`config.mk`:
```
export PLATFORM = sky130hd
export DESIGN_NAME = boreal_learning_sched
export DESIGN_NICKNAME = d
export VERILOG_FILES = /design/src/rtl/boreal_pkg.sv /design/src/rtl/boreal_learning_sched.sv
export SDC_FILE = /design/constraint.sdc
export NUM_CORES = 1
export LEC_CHECK = 0
export ABC_AREA = 1
export CAP_MARGIN = 10
export CORE_UTILIZATION = 42
export DETAILED_ROUTE_END_ITERATION = 6
export PLACE_DENSITY = 0.75
export SLEW_MARGIN = 30
export SYNTH_ARGS = -nofsm -noshare
export SYNTH_HDL_FRONTEND = slang
export SYNTH_SLANG_ARGS = --single-unit
```
`constraint.sdc`:
```
create_clock -name clk -period 1.6 [get_ports clk]
set_clock_uncertainty 0.05 [all_clocks]
set_input_delay 0.4 -clock clk [delete_from_list [all_inputs] [get_ports clk]]
set_output_delay 0.4 -clock clk [all_outputs]
set_load 0.05 [all_outputs]
```
`src/rtl/boreal_pkg.sv`:
```
// Shared types and constants for the Boreal Neuro-Core learning sequencer.
package boreal_pkg;

  typedef enum logic [1:0] {
    SCHED_IDLE  = 2'd0,
    SCHED_RUN   = 2'd1,
    SCHED_DRAIN = 2'd2,
    SCHED_DONE  = 2'd3
  } sched_state_e;

  localparam int BOREAL_DW       = 16;
  localparam int SCHED_DRAIN_CYC = 2;

endpackage

```
`src/rtl/boreal_learning_sched.sv`:
```
// Hebbian weight-update sequencer: sweeps all synapse addresses once per pass,
// pairing each weight read with the latched error and one streamed mu word.
module boreal_learning_sched
  import boreal_pkg::*;
#(
  parameter int N_SYN  = 256,
  parameter int ADDR_W = 8
) (
  input  logic                        clk,
  input  logic                        rst,
  input  logic                        start,
  input  logic                        abort,
  input  logic signed [BOREAL_DW-1:0] epsilon_in,
  input  logic                        mu_valid,
  output logic                        mu_ready,
  input  logic signed [BOREAL_DW-1:0] mu_data,
  output logic                        bram_en_a,
  output logic [ADDR_W-1:0]           bram_addr_a,
  output logic [ADDR_W-1:0]           bram_addr_b,
  output logic                        learn_enable,
  output logic signed [BOREAL_DW-1:0] learn_epsilon,
  output logic signed [BOREAL_DW-1:0] learn_mu,
  output logic                        busy,
  output logic                        done,
  output logic                        aborted,
  output logic [15:0]                 pass_count,
  output sched_state_e                dbg_state
);

  sched_state_e                r_state;
  logic [ADDR_W-1:0]           r_cnt;
  logic [1:0]                  r_drain;
  logic signed [BOREAL_DW-1:0] r_eps;
  logic                        r_en;
  logic [ADDR_W-1:0]           r_addr_a;
  logic [ADDR_W-1:0]           r_addr_b;
  logic signed [BOREAL_DW-1:0] r_eps_out;
  logic signed [BOREAL_DW-1:0] r_mu;
  logic                        r_done;
  logic                        r_aborted;
  logic [15:0]                 r_pass_count;

  logic w_fire;
  logic w_last;

  // mu stream: a word transfers on any cycle with mu_valid & mu_ready; ready is
  // high for the whole RUN state and never depends on mu_valid.
  assign mu_ready = (r_state == SCHED_RUN);
  assign w_fire   = mu_ready & mu_valid;
  assign w_last   = (r_cnt == ADDR_W'(N_SYN - 1));

  always_ff @(posedge clk) begin
    if (rst) begin
      r_state      <= SCHED_IDLE;
      r_cnt        <= '0;
      r_drain      <= '0;
      r_eps        <= '0;
      r_en         <= 1'b0;
      r_addr_a     <= '0;
      r_eps_out    <= '0;
      r_mu         <= '0;
      r_done       <= 1'b0;
      r_aborted    <= 1'b0;
      r_pass_count <= '0;
    end else begin
      r_en   <= 1'b0;
      r_done <= 1'b0;
      case (r_state)
        SCHED_IDLE: begin
          if (start) begin
            r_state   <= SCHED_RUN;
            r_eps     <= epsilon_in;
            r_cnt     <= '0;
            r_aborted <= 1'b0;
          end
        end
        SCHED_RUN: begin
          if (w_fire) begin
            r_en      <= 1'b1;
            r_addr_a  <= r_cnt;
            r_mu      <= mu_data;
            r_eps_out <= r_eps;
            r_cnt     <= r_cnt + ADDR_W'(1);
          end
          // An abort still lets a same-cycle fire through before draining.
          if ((w_fire && w_last) || abort) begin
            r_state <= SCHED_DRAIN;
            r_drain <= '0;
            if (abort) r_aborted <= 1'b1;
          end
        end
        SCHED_DRAIN: begin
          if (r_drain == 2'(SCHED_DRAIN_CYC - 1)) begin
            r_state      <= SCHED_DONE;
            r_done       <= 1'b1;
            r_pass_count <= r_pass_count + 16'd1;
          end else begin
            r_drain <= r_drain + 2'd1;
          end
        end
        SCHED_DONE: r_state <= SCHED_IDLE;
        default:    r_state <= SCHED_IDLE;
      endcase
    end
  end

  // Deliberately unreset so a write in flight at reset still lands correctly.
  always_ff @(posedge clk) begin
    r_addr_b <= r_addr_a;
  end

  assign bram_en_a     = r_en;
  assign bram_addr_a   = r_addr_a;
  assign bram_addr_b   = r_addr_b;
  assign learn_enable  = r_en;
  assign learn_epsilon = r_eps_out;
  assign learn_mu      = r_mu;
  assign busy          = (r_state != SCHED_IDLE);
  assign done          = r_done;
  assign aborted       = r_aborted;
  assign pass_count    = r_pass_count;
  assign dbg_state     = r_state;

endmodule
```
==> results.ini, run 1 <==
[run_status]
status=complete, but fails checks
violations=setup timing

[timing]
finalSetupViolCount=10
fin_crit_sh_pct=108
maxSlewViolCount=0
tightest_slew_ns=0.305
max_clock_freq_mhz=576
final-hold-violation-count=0
fin_crit_ns=1.74
setup_slack_ns=-0.135
tns_ns=-0.602
rsz0062_at_grt=true
relSlewSlack_pct=79.6

[final_layout]
finalNetCount=657
insertedDiodeCount=0
n_fill_cell=622
areaGrowthSynthToFinish_pct=66.5
drive_gt1_share_pct=25.4

[logic_synthesis]
syn_area_mm2=0.00365
ys_seq_elements=95
ys_warn_count=0
syn-num-nets=526
synth_area_leaders=dfxtp_1 (52%), nor2_1 (14%), o21ai_0 (8.2%), nand2_1 (5.2%), inv_1 (4.3%)
syn_inst=483
synth_top_area_share_pct=52.1
yosysSeqAreaShare_pct=52.1
synth.distinct_cells=29
yosys.area.top_type=dfxtp_1
syn_area_per_cell_um2=7.56

[global_routing]
gr-total-overflow=0
grt_pass1_wl_um=15200
first_global_vias=3381
grt_max_degree=56
grtUsageTotal_pct=21.8
antenna_found_initial=0

[cts]
cts_hold_buffers=0
cts_tree=done
clockRootBuffer=clkbuf_8
clk_pin_slew_ns=0.09
h-tree-depth=3
clk_latency_ns=0.37
cts_buffers=9
clock-sinks=95
clk_path_buf_depth=2

[min_path]
min_to=bram_addr_b[5]
min_from=bram_addr_a[5]
min_path_type=reg -> reg
hold_depth=0

[setup_path]
timing.critical_path.to_type=output pin
r2r_start=dbg_state[0]
r2r_end=r_cnt[0]
crit_path_start_kind=flop
crit_type=reg -> out
critPathArrivalTime_ns=1.29
cp.required_ns=1.15
rr_worst_depth=11
reg2reg_slack_ns=-0.09
cp_max_fo=3

[drt]
drt_iter0_drc=122
vias=3505
wl_per_cell_um=12.8
remaining_drc_errors=0
drt-total-wl_um=9290
dr.pass1.iters=5
via_per_inst=4.84
ant_nets=0

[place]
pre_cts_slack_ns=-0.195
place_hpwl_um=6970
port_buffers=108
gp_congestion=0.830

[die]
pin_count=109
die_height_um=95.3
fp.coreArea_mm2=0.00830
initial_core_util_pct=44.0
dieArea_mm2=0.00908
dieWidth_um=95.3
rows=33

[pwr]
p_leak_nw=2.45
ir_drop_v=0.00126
power_density_mw_per_mm2=1510

[run]
cap_viol_max_count=0

-- sequential cells by signal, indices dropped and copies added (netlist names), 2 cells and up --
| signal | cells |
|---|---|
| r_drain | 2 |
| r_eps | 16 |
| pass_count | 16 |
| bram_addr_b | 8 |
| learn_mu | 16 |
| learn_epsilon | 16 |
| r_cnt | 8 |
| dbg_state | 2 |
| bram_addr_a | 8 |
-- routing by layer --
| layer | up-vias | track usage [%] | part of all wire (%) |
|---|---|---|---|
| li1 | 1794 | - | - |
| met2 | 98 | 40.1 | 52 |
| met4 | 0 | 8.08 | 1.6 |
| met3 | 16 | 6.06 | 6.7 |
| met1 | 1597 | 23.5 | 40 |
| met5 | - | 0 | 0 |
-- worst max path at each step --
stage                  from         end  slack (ns)
6_report       dbg_state[0]        busy       -0.14
2_1_floorplan  dbg_state[0]    r_cnt[4]       -0.05
5_1_grt        dbg_state[0]    r_cnt[0]       -0.20
3_3_place_gp       mu_valid  r_drain[1]       -0.13
3_5_place_dp       mu_valid    r_cnt[4]       -0.20
4_1_cts        dbg_state[0]        busy       -0.15
-- cell usage in the layout (no fill, tap or decap), types with 3 or more instances in the layout --
master,n
buf_6,4
nand2_4,3
nand3_1,9
clkdlybuf4s50_1,36
inv_2,4
inv_1,38
nand4_1,6
o21ai_1,3
a21oi_1,21
buf_12,74
nand2_2,3
nor2_4,3
nand2_1,50
nand3_2,4
dfxtp_1,91
nor2_1,135
nor2_2,5
ha_1,4
a21oi_2,3
o21ai_0,60
buf_4,25
clkbuf_8,9
-- power by group --
group | total (mW) | switching (mW) | leakage [nW] | internal [mW]
Sequential | 3.15 | 0.357 | 0.777 | 2.79
Clock | 1.60 | 0.861 | 0.0973 | 0.735
Combinational | 4.45 | 2.39 | 1.58 | 2.06
Total | 9.19 | 3.60 | 2.45 | 5.59
-- area by class of cell --
type                       instances  area [µm²]  share of cell area, %
timing repair buffer             139        2070                   34.1
clock inverter                     6        68.8                   1.13
multi-input combinational        323        1590                   26.1
tap                              105         131                   2.16
clock buffer                      10         128                   2.10
sequential                        95        1910                   31.4
inverter                          46         181                   2.98
-- cells by family (layout without fill, tap and decap cells) --
group,after synthesis,count (layout),share of synthesized area (%)
buffers and inverters,65,201,7.05
adder cells (fa/ha/maj),6,6,2.05
AO/OA/AOI/OAI,92,92,13.2
AND/OR/NAND/NOR,223,223,25.2
flip-flops,95,95,52.1
XOR/XNOR,2,2,0.480
-- cell usage after synthesis --
cell type / number
nand3_2: 1
nand4_1: 6
buf_2: 2
a21oi_2: 1
ha_1: 6
nor3_1: 2
a21oi_1: 24
clkinv_1: 1
dfxtp_1: 95
inv_2: 3
clkbuf_1: 15
xor2_1: 2
nor3b_1: 1
a21oi_4: 1
nand2_2: 5
nand2_1: 51
nor2_4: 2
nor2_2: 3
o21ai_1: 3
a211oi_1: 1
buf_4: 1
o21a_1: 1
nor2_1: 138
nand3_1: 12
buf_6: 1
inv_1: 42
o22ai_1: 1
o21ai_0: 60
or2_2: 2
-- timing repair --
| action | 4_1_cts | 5_1_grt |
|---|---|---|
| resized for setup | 5 | 14 |
| pin swaps | 3 | 1 |
| endpoints found under the setup margin | 10 | 48 |
| setup buffers | 4 | 1 |
-- metrics by stage --
| step | instances | util [%] | cell area, µm² | hold WS [ns] | power, mW |
|---|---|---|---|---|---|
| 6_report | 724 | 73.3 | 6080 | 0.356 | 9.19 |
| 2_1_floorplan | 483 | - | 3700 | 0.400 | 5.38 |
| 3_3_place_gp | 703 | 69.6 | 5770 | 0.342 | 7.27 |
| 5_1_grt | 724 | 73.3 | 6080 | 0.364 | 9.68 |
| 3_5_place_dp | 703 | 69.6 | 5770 | 0.345 | 7.39 |
| 4_1_cts | 723 | 72.5 | 6020 | 0.357 | 9.12 |
-- critical path: stages (launching register included) --
cell and delay (ns):
dfxtp_4 0.37, inv_4 0.05, buf_6 0.09, ha_4 0.13, clkinvlp_4 0.12, buf_12 0.16
Note: power is estimated with default switching activity, not from simulation.
==> run 2, diff against run 1 <==
GPL_TIMING_DRIVEN = 0   (was default)
REMOVE_ABC_BUFFERS = 1   (was default)
==> run 2 against run 1 <==
First-iteration DRC count fell by 37%; maximum frequency rose by 4.7%; utilization fell by 9.0 points; cell area fell by 12%; routed wire length fell by 0.59%; total power fell by 11%; register-to-register slack improved by 0.04 ns; the flow still finishes with violations (setup timing); setup slack improved by 0.079 ns.
==> results.ini, run 2 (synthesized netlist as in run 1, its figures left out) <==
[global_routing]
grt_max_degree=39
antenna_found_initial=0
grt_pass1_wl_um=14300
gr-total-overflow=0
grtUsageTotal_pct=20.7
first_global_vias=3139

[timing]
relSlewSlack_pct=69.7
max_clock_freq_mhz=604
final-hold-violation-count=0
setup_slack_ns=-0.0566
whs_ns=0.312
rsz0062_at_grt=true
fin_crit_ns=1.66
maxSlewViolCount=0
fin_crit_sh_pct=104
finalSetupViolCount=3
tightest_slew_ns=0.455

[setup_path]
r2r_end=r_cnt[4]
cp_max_fo=4
critPathArrivalTime_ns=1.21
startpoint=dbg_state[0]
crit_type=reg -> out
crit_path_start_kind=flop
timing.critical_path.to_type=output pin
r2r_start=dbg_state[1]
reg2reg_slack_ns=-0.05
cp-endpoint=busy
cp.required_ns=1.15
rr_worst_depth=10

[die]
rows=33
dieWidth_um=95.3
dieArea_mm2=0.00908
pin_count=109
initial_core_util_pct=44.0
die_height_um=95.3
fp.coreArea_mm2=0.00830

[final_layout]
final_cells=711
drive_gt1_share_pct=25.1
areaGrowthSynthToFinish_pct=46.0
final_common_cell=nor2_1
insertedDiodeCount=0
finalNetCount=644
final_design_area_no_fill_mm2=0.00533
layout_common_cells=nor2_1 (136), dfxtp_1 (92), o21ai_0 (51)

[drt]
remaining_drc_errors=0
wl_per_cell_um=13.0
drt-total-wl_um=9230
ant_nets=0
vias=3443
via_per_inst=4.84
drt_iter0_drc=77
dr.pass1.iters=4

[place]
place_hpwl_um=5640
placed_cells=678
post_dp_cell_area_mm2=0.00480
gp_congestion=0.825
port_buffers=108

[cts]
clk_path_buf_depth=2
clock-sinks=95
clockRootBuffer=clkbuf_8
cts_tree=done
clk_latency_ns=0.35
h-tree-depth=3
cts_buffers=9
clk_pin_slew_ns=0.09

[run_status]
status=complete, but fails checks
violations=setup timing

[pwr]
power_density_mw_per_mm2=1530
ir_drop_v=0.000582
p_leak_nw=2.15

[run]
cap_viol_max_count=0

[min_path]
min_path_type=reg -> reg

==> run 2: changes by cell type in the layout (fill, tap and decap cells not counted), sizes merged <==
| cell | before | now |
|---|---|---|
| nand2 | 56 | 58 |
| bufinv | 1 | 0 |
| clkdlybuf4s15 | 0 | 48 |
| clkbuf | 10 | 15 |
| inv | 46 | 47 |
| clkdlybuf4s50 | 36 | 33 |
| clkdlybuf4s18 | 0 | 4 |
| clkinv | 3 | 4 |
| dlygate4sd2 | 0 | 2 |
| clkinvlp | 2 | 1 |
| buf | 103 | 32 |
==> run 2: layout make-up <==
cell class                      instances  area, µm²
Multi-Input combinational cell        325       1710
Timing Repair inverter                  2       17.5
Fill cell                             747       2970
Tap cell                              105        131
Sequential cell                        95       1910
Clock inverter                          4       30.0
Timing Repair Buffer                  122       1170
Inverter                               46        209
Clock buffer                           12        155
==> run 2: through the flow <==
step | total power, mW | setup TNS [ns] | utilization [%] | setup WS [ns]
2_1_floorplan | 5.19 | -51.45 | - | -1.35
3_3_place_gp | 6.12 | -133.50 | 57.6 | -1.82
3_5_place_dp | 6.20 | -66.97 | 57.9 | -1.42
4_1_cts | 8.06 | -0.128 | 63.0 | -0.0543
5_1_grt | 8.64 | -0.522 | 64.3 | -0.112
6_report | 8.18 | -0.139 | 64.3 | -0.0566
==> run 2: layer usage <==
| layer | global-route usage (%) | share of wire, % |
|---|---|---|
| met2 | 36.7 | 50 |
| met4 | 6.44 | 1.1 |
| met5 | 0 | 0 |
| met1 | 24.4 | 44 |
| met3 | 4.94 | 5.1 |
==> run 2: critical path, stage by stage (launching register included) <==
cell	delay (ns)
dfxtp_4	0.40
inv_4	0.05
ha_4	0.19
inv_4	0.08
buf_8	0.14
==> run 2: worst min path at each step <==
stage,startpoint,end,slack (ns),cells after the start
after floorplan,r_eps[0],r_eps[0],0.40,2
after global routing,bram_addr_a[3],bram_addr_b[3],0.32,0
final,bram_addr_a[1],bram_addr_b[1],0.31,0
after detailed placement,bram_addr_a[0],bram_addr_b[0],0.31,0
after global placement,bram_addr_a[4],bram_addr_b[4],0.30,0
after CTS,bram_addr_a[1],bram_addr_b[1],0.31,0
==> run 2: report_power, final <==
group	internal, mW	switching, mW
registers	2.79	0.236
logic	1.27	2.43
clock network	0.655	0.809
==> run 2: what timing repair did <==
action,CTS,global route
hold buffers,0,0
gates resized for setup,282,53
pin swaps,5,11
gates cloned,4,0
buffers inserted,6,7
setup endpoints to repair,155,59
==> run 3, diff against run 2 <==
CORE_UTILIZATION = 41   (was 42)
PLACE_DENSITY = 0.74   (was 0.75)
TNS_END_PERCENT = 20   (was default)
==> run 3 against run 2 <==
The run still ends with setup timing left; critical path depth unchanged; clock-buffer cell count shrank 1; die area grew 2.4%; global-route usage decreased by 0.38 points; critical path type unchanged; critical endpoint unchanged; setup slack got worse by 0.010 ns; cell count rose by 0.70%; clock power is 42% higher; sequential power about the same; register-to-register slack gained 0.05 ns; maximum frequency shrank 0.60%; largest cell class unchanged; first-iteration DRC count rose by 47%.
==> results.ini, run 3 (synthesized netlist as in run 1, its figures left out) <==
[final_layout]
drive_gt1_share_pct=24.8
finalNetCount=646
final_cells=716
final_design_area_no_fill_mm2=0.00544
insertedDiodeCount=0
layout_common_cells=nor2_1 (136), dfxtp_1 (93), o21ai_0 (51), clkdlybuf4s15_2 (51), nand2_1 (48)
final_common_cell=nor2_1
areaGrowthSynthToFinish_pct=48.9

[setup_path]
timing.critical_path.to_type=output pin
critPathArrivalTime_ns=1.22
cp.required_ns=1.15
crit_type=reg -> out
crit_path_start_kind=flop
cp_max_fo=4

[pwr]
power_frac_comb_pct=42.3
switching_power_mw=3.51
swShare_pct=39.8
p_leak_nw=2.20
clkPwrFrac_pct=23.5
p_seq_share_pct=34.3
power_density_mw_per_mm2=1620
ir_drop_v=0.000614
p_int_mw=5.32

[run]
cap_viol_max_count=0

[cts]
clk_pin_slew_ns=0.09
clk_path_buf_depth=2
clock-sinks=95
h-tree-depth=3
cts_hold_buffers=0
cts_tree=done
clk_latency_ns=0.35
clockRootBuffer=clkbuf_8
cts_buffers=9

[place]
post_dp_cell_area_mm2=0.00481
port_buffers=108
gp_congestion=0.802
placed_cells=681
place_hpwl_um=5650

[global_routing]
antenna_found_initial=0
first_global_vias=3060
grtUsageTotal_pct=20.3
grt_pass1_wl_um=14300
grt_max_degree=41
gr-total-overflow=0

[timing]
fin_crit_sh_pct=104
fin_crit_ns=1.67
max_clock_freq_mhz=600
whs_ns=0.318
relSlewSlack_pct=69.2
final-hold-violation-count=0
maxSlewViolCount=0
finalSetupViolCount=2
tightest_slew_ns=0.462
setup_slack_ns=-0.0666
rsz0062_at_grt=true

[run_status]
violations=setup timing
status=complete, but fails checks

[die]
pin_count=109
fp.coreArea_mm2=0.00868
rows=34
dieWidth_um=96.4
dieArea_mm2=0.00929
initial_core_util_pct=42.1
die_height_um=96.4

[drt]
via_per_inst=4.82
dr.pass1.iters=4
wl_per_cell_um=13.3
drt_iter0_drc=113
drt-total-wl_um=9510
remaining_drc_errors=0
ant_nets=0
vias=3452

[min_path]
min_path_type=reg -> reg

==> run 3: cell types whose count changed in the layout (fill, tap and decap cells not counted), moves of 2 or more <==
| cell | change |
|---|---|
| clkdlybuf4s15_2 | +3 |
| nand3_1 | -2 |
| buf_4 | +2 |
| clkdlybuf4s18_2 | -2 |
| bufinv_16 | +4 |
==> run 3: critical path: stages (launching register included) <==
cell	delay, ns
dfxtp_4	0.40
inv_4	0.05
ha_4	0.19
inv_4	0.08
buf_8	0.14
==> run 3: routing by layer <==
layer  track usage [%]  wire, µm  up-vias
li1                  -         -     1769
met1              23.8      4110     1577
met2              35.0      4640       85
met3              4.38       514       21
met4              9.93       244        0
met5                 0         0        -
==> run 3: worst paths after layout <==
kind	cells past startpoint	slack, ns	endpoint	startpoint
worst min register to register	0	0.32	bram_addr_b[3]	bram_addr_a[3]
worst min-delay path	0	0.32	bram_addr_b[3]	bram_addr_a[3]
worst max register to register	10	0	r_cnt[4]	dbg_state[1]
worst max-delay path	4	-0.07	busy	dbg_state[0]
==> run 3: area by class of cell <==
type,instances,area [µm²]
clock inverters,5,129
fillers,787,3240
inverters,46,206
multi-input cells,325,1700
repair inverters,2,17.5
repair buffers,124,1200
clock buffers,11,141
flip-flops and latches,95,1910
well taps,108,135
==> run 3: what timing repair did <==
item | CTS | global route
cloned | 4 | 0
pin swaps | 3 | 12
resized for setup | 272 | 53
setup buffers | 4 | 11
endpoints found under the setup margin | 155 | 63
==> run 3: metrics by stage <==
step	util [%]	power, mW	setup WS (ns)	setup TNS (ns)
global placement	55.1	6.12	-1.81	-133.53
floorplan	-	5.19	-1.35	-51.45
CTS	60.9	8.59	-0.0974	-0.435
global route	62.7	9.28	-0.0996	-0.691
finish	62.7	8.83	-0.0666	-0.100
detailed placement	55.5	6.21	-1.45	-65.56
==> run 3: power by group through the flow <==
stage	sequential, mW	clock [mW]	combinational, mW
2_1_floorplan	3.96	0	1.23
3_3_place_gp	3.01	0	3.11
3_5_place_dp	3.03	0	3.17
4_1_cts	3.00	2.09	3.49
5_1_grt	3.08	2.20	4.00
6_report	3.03	2.07	3.73
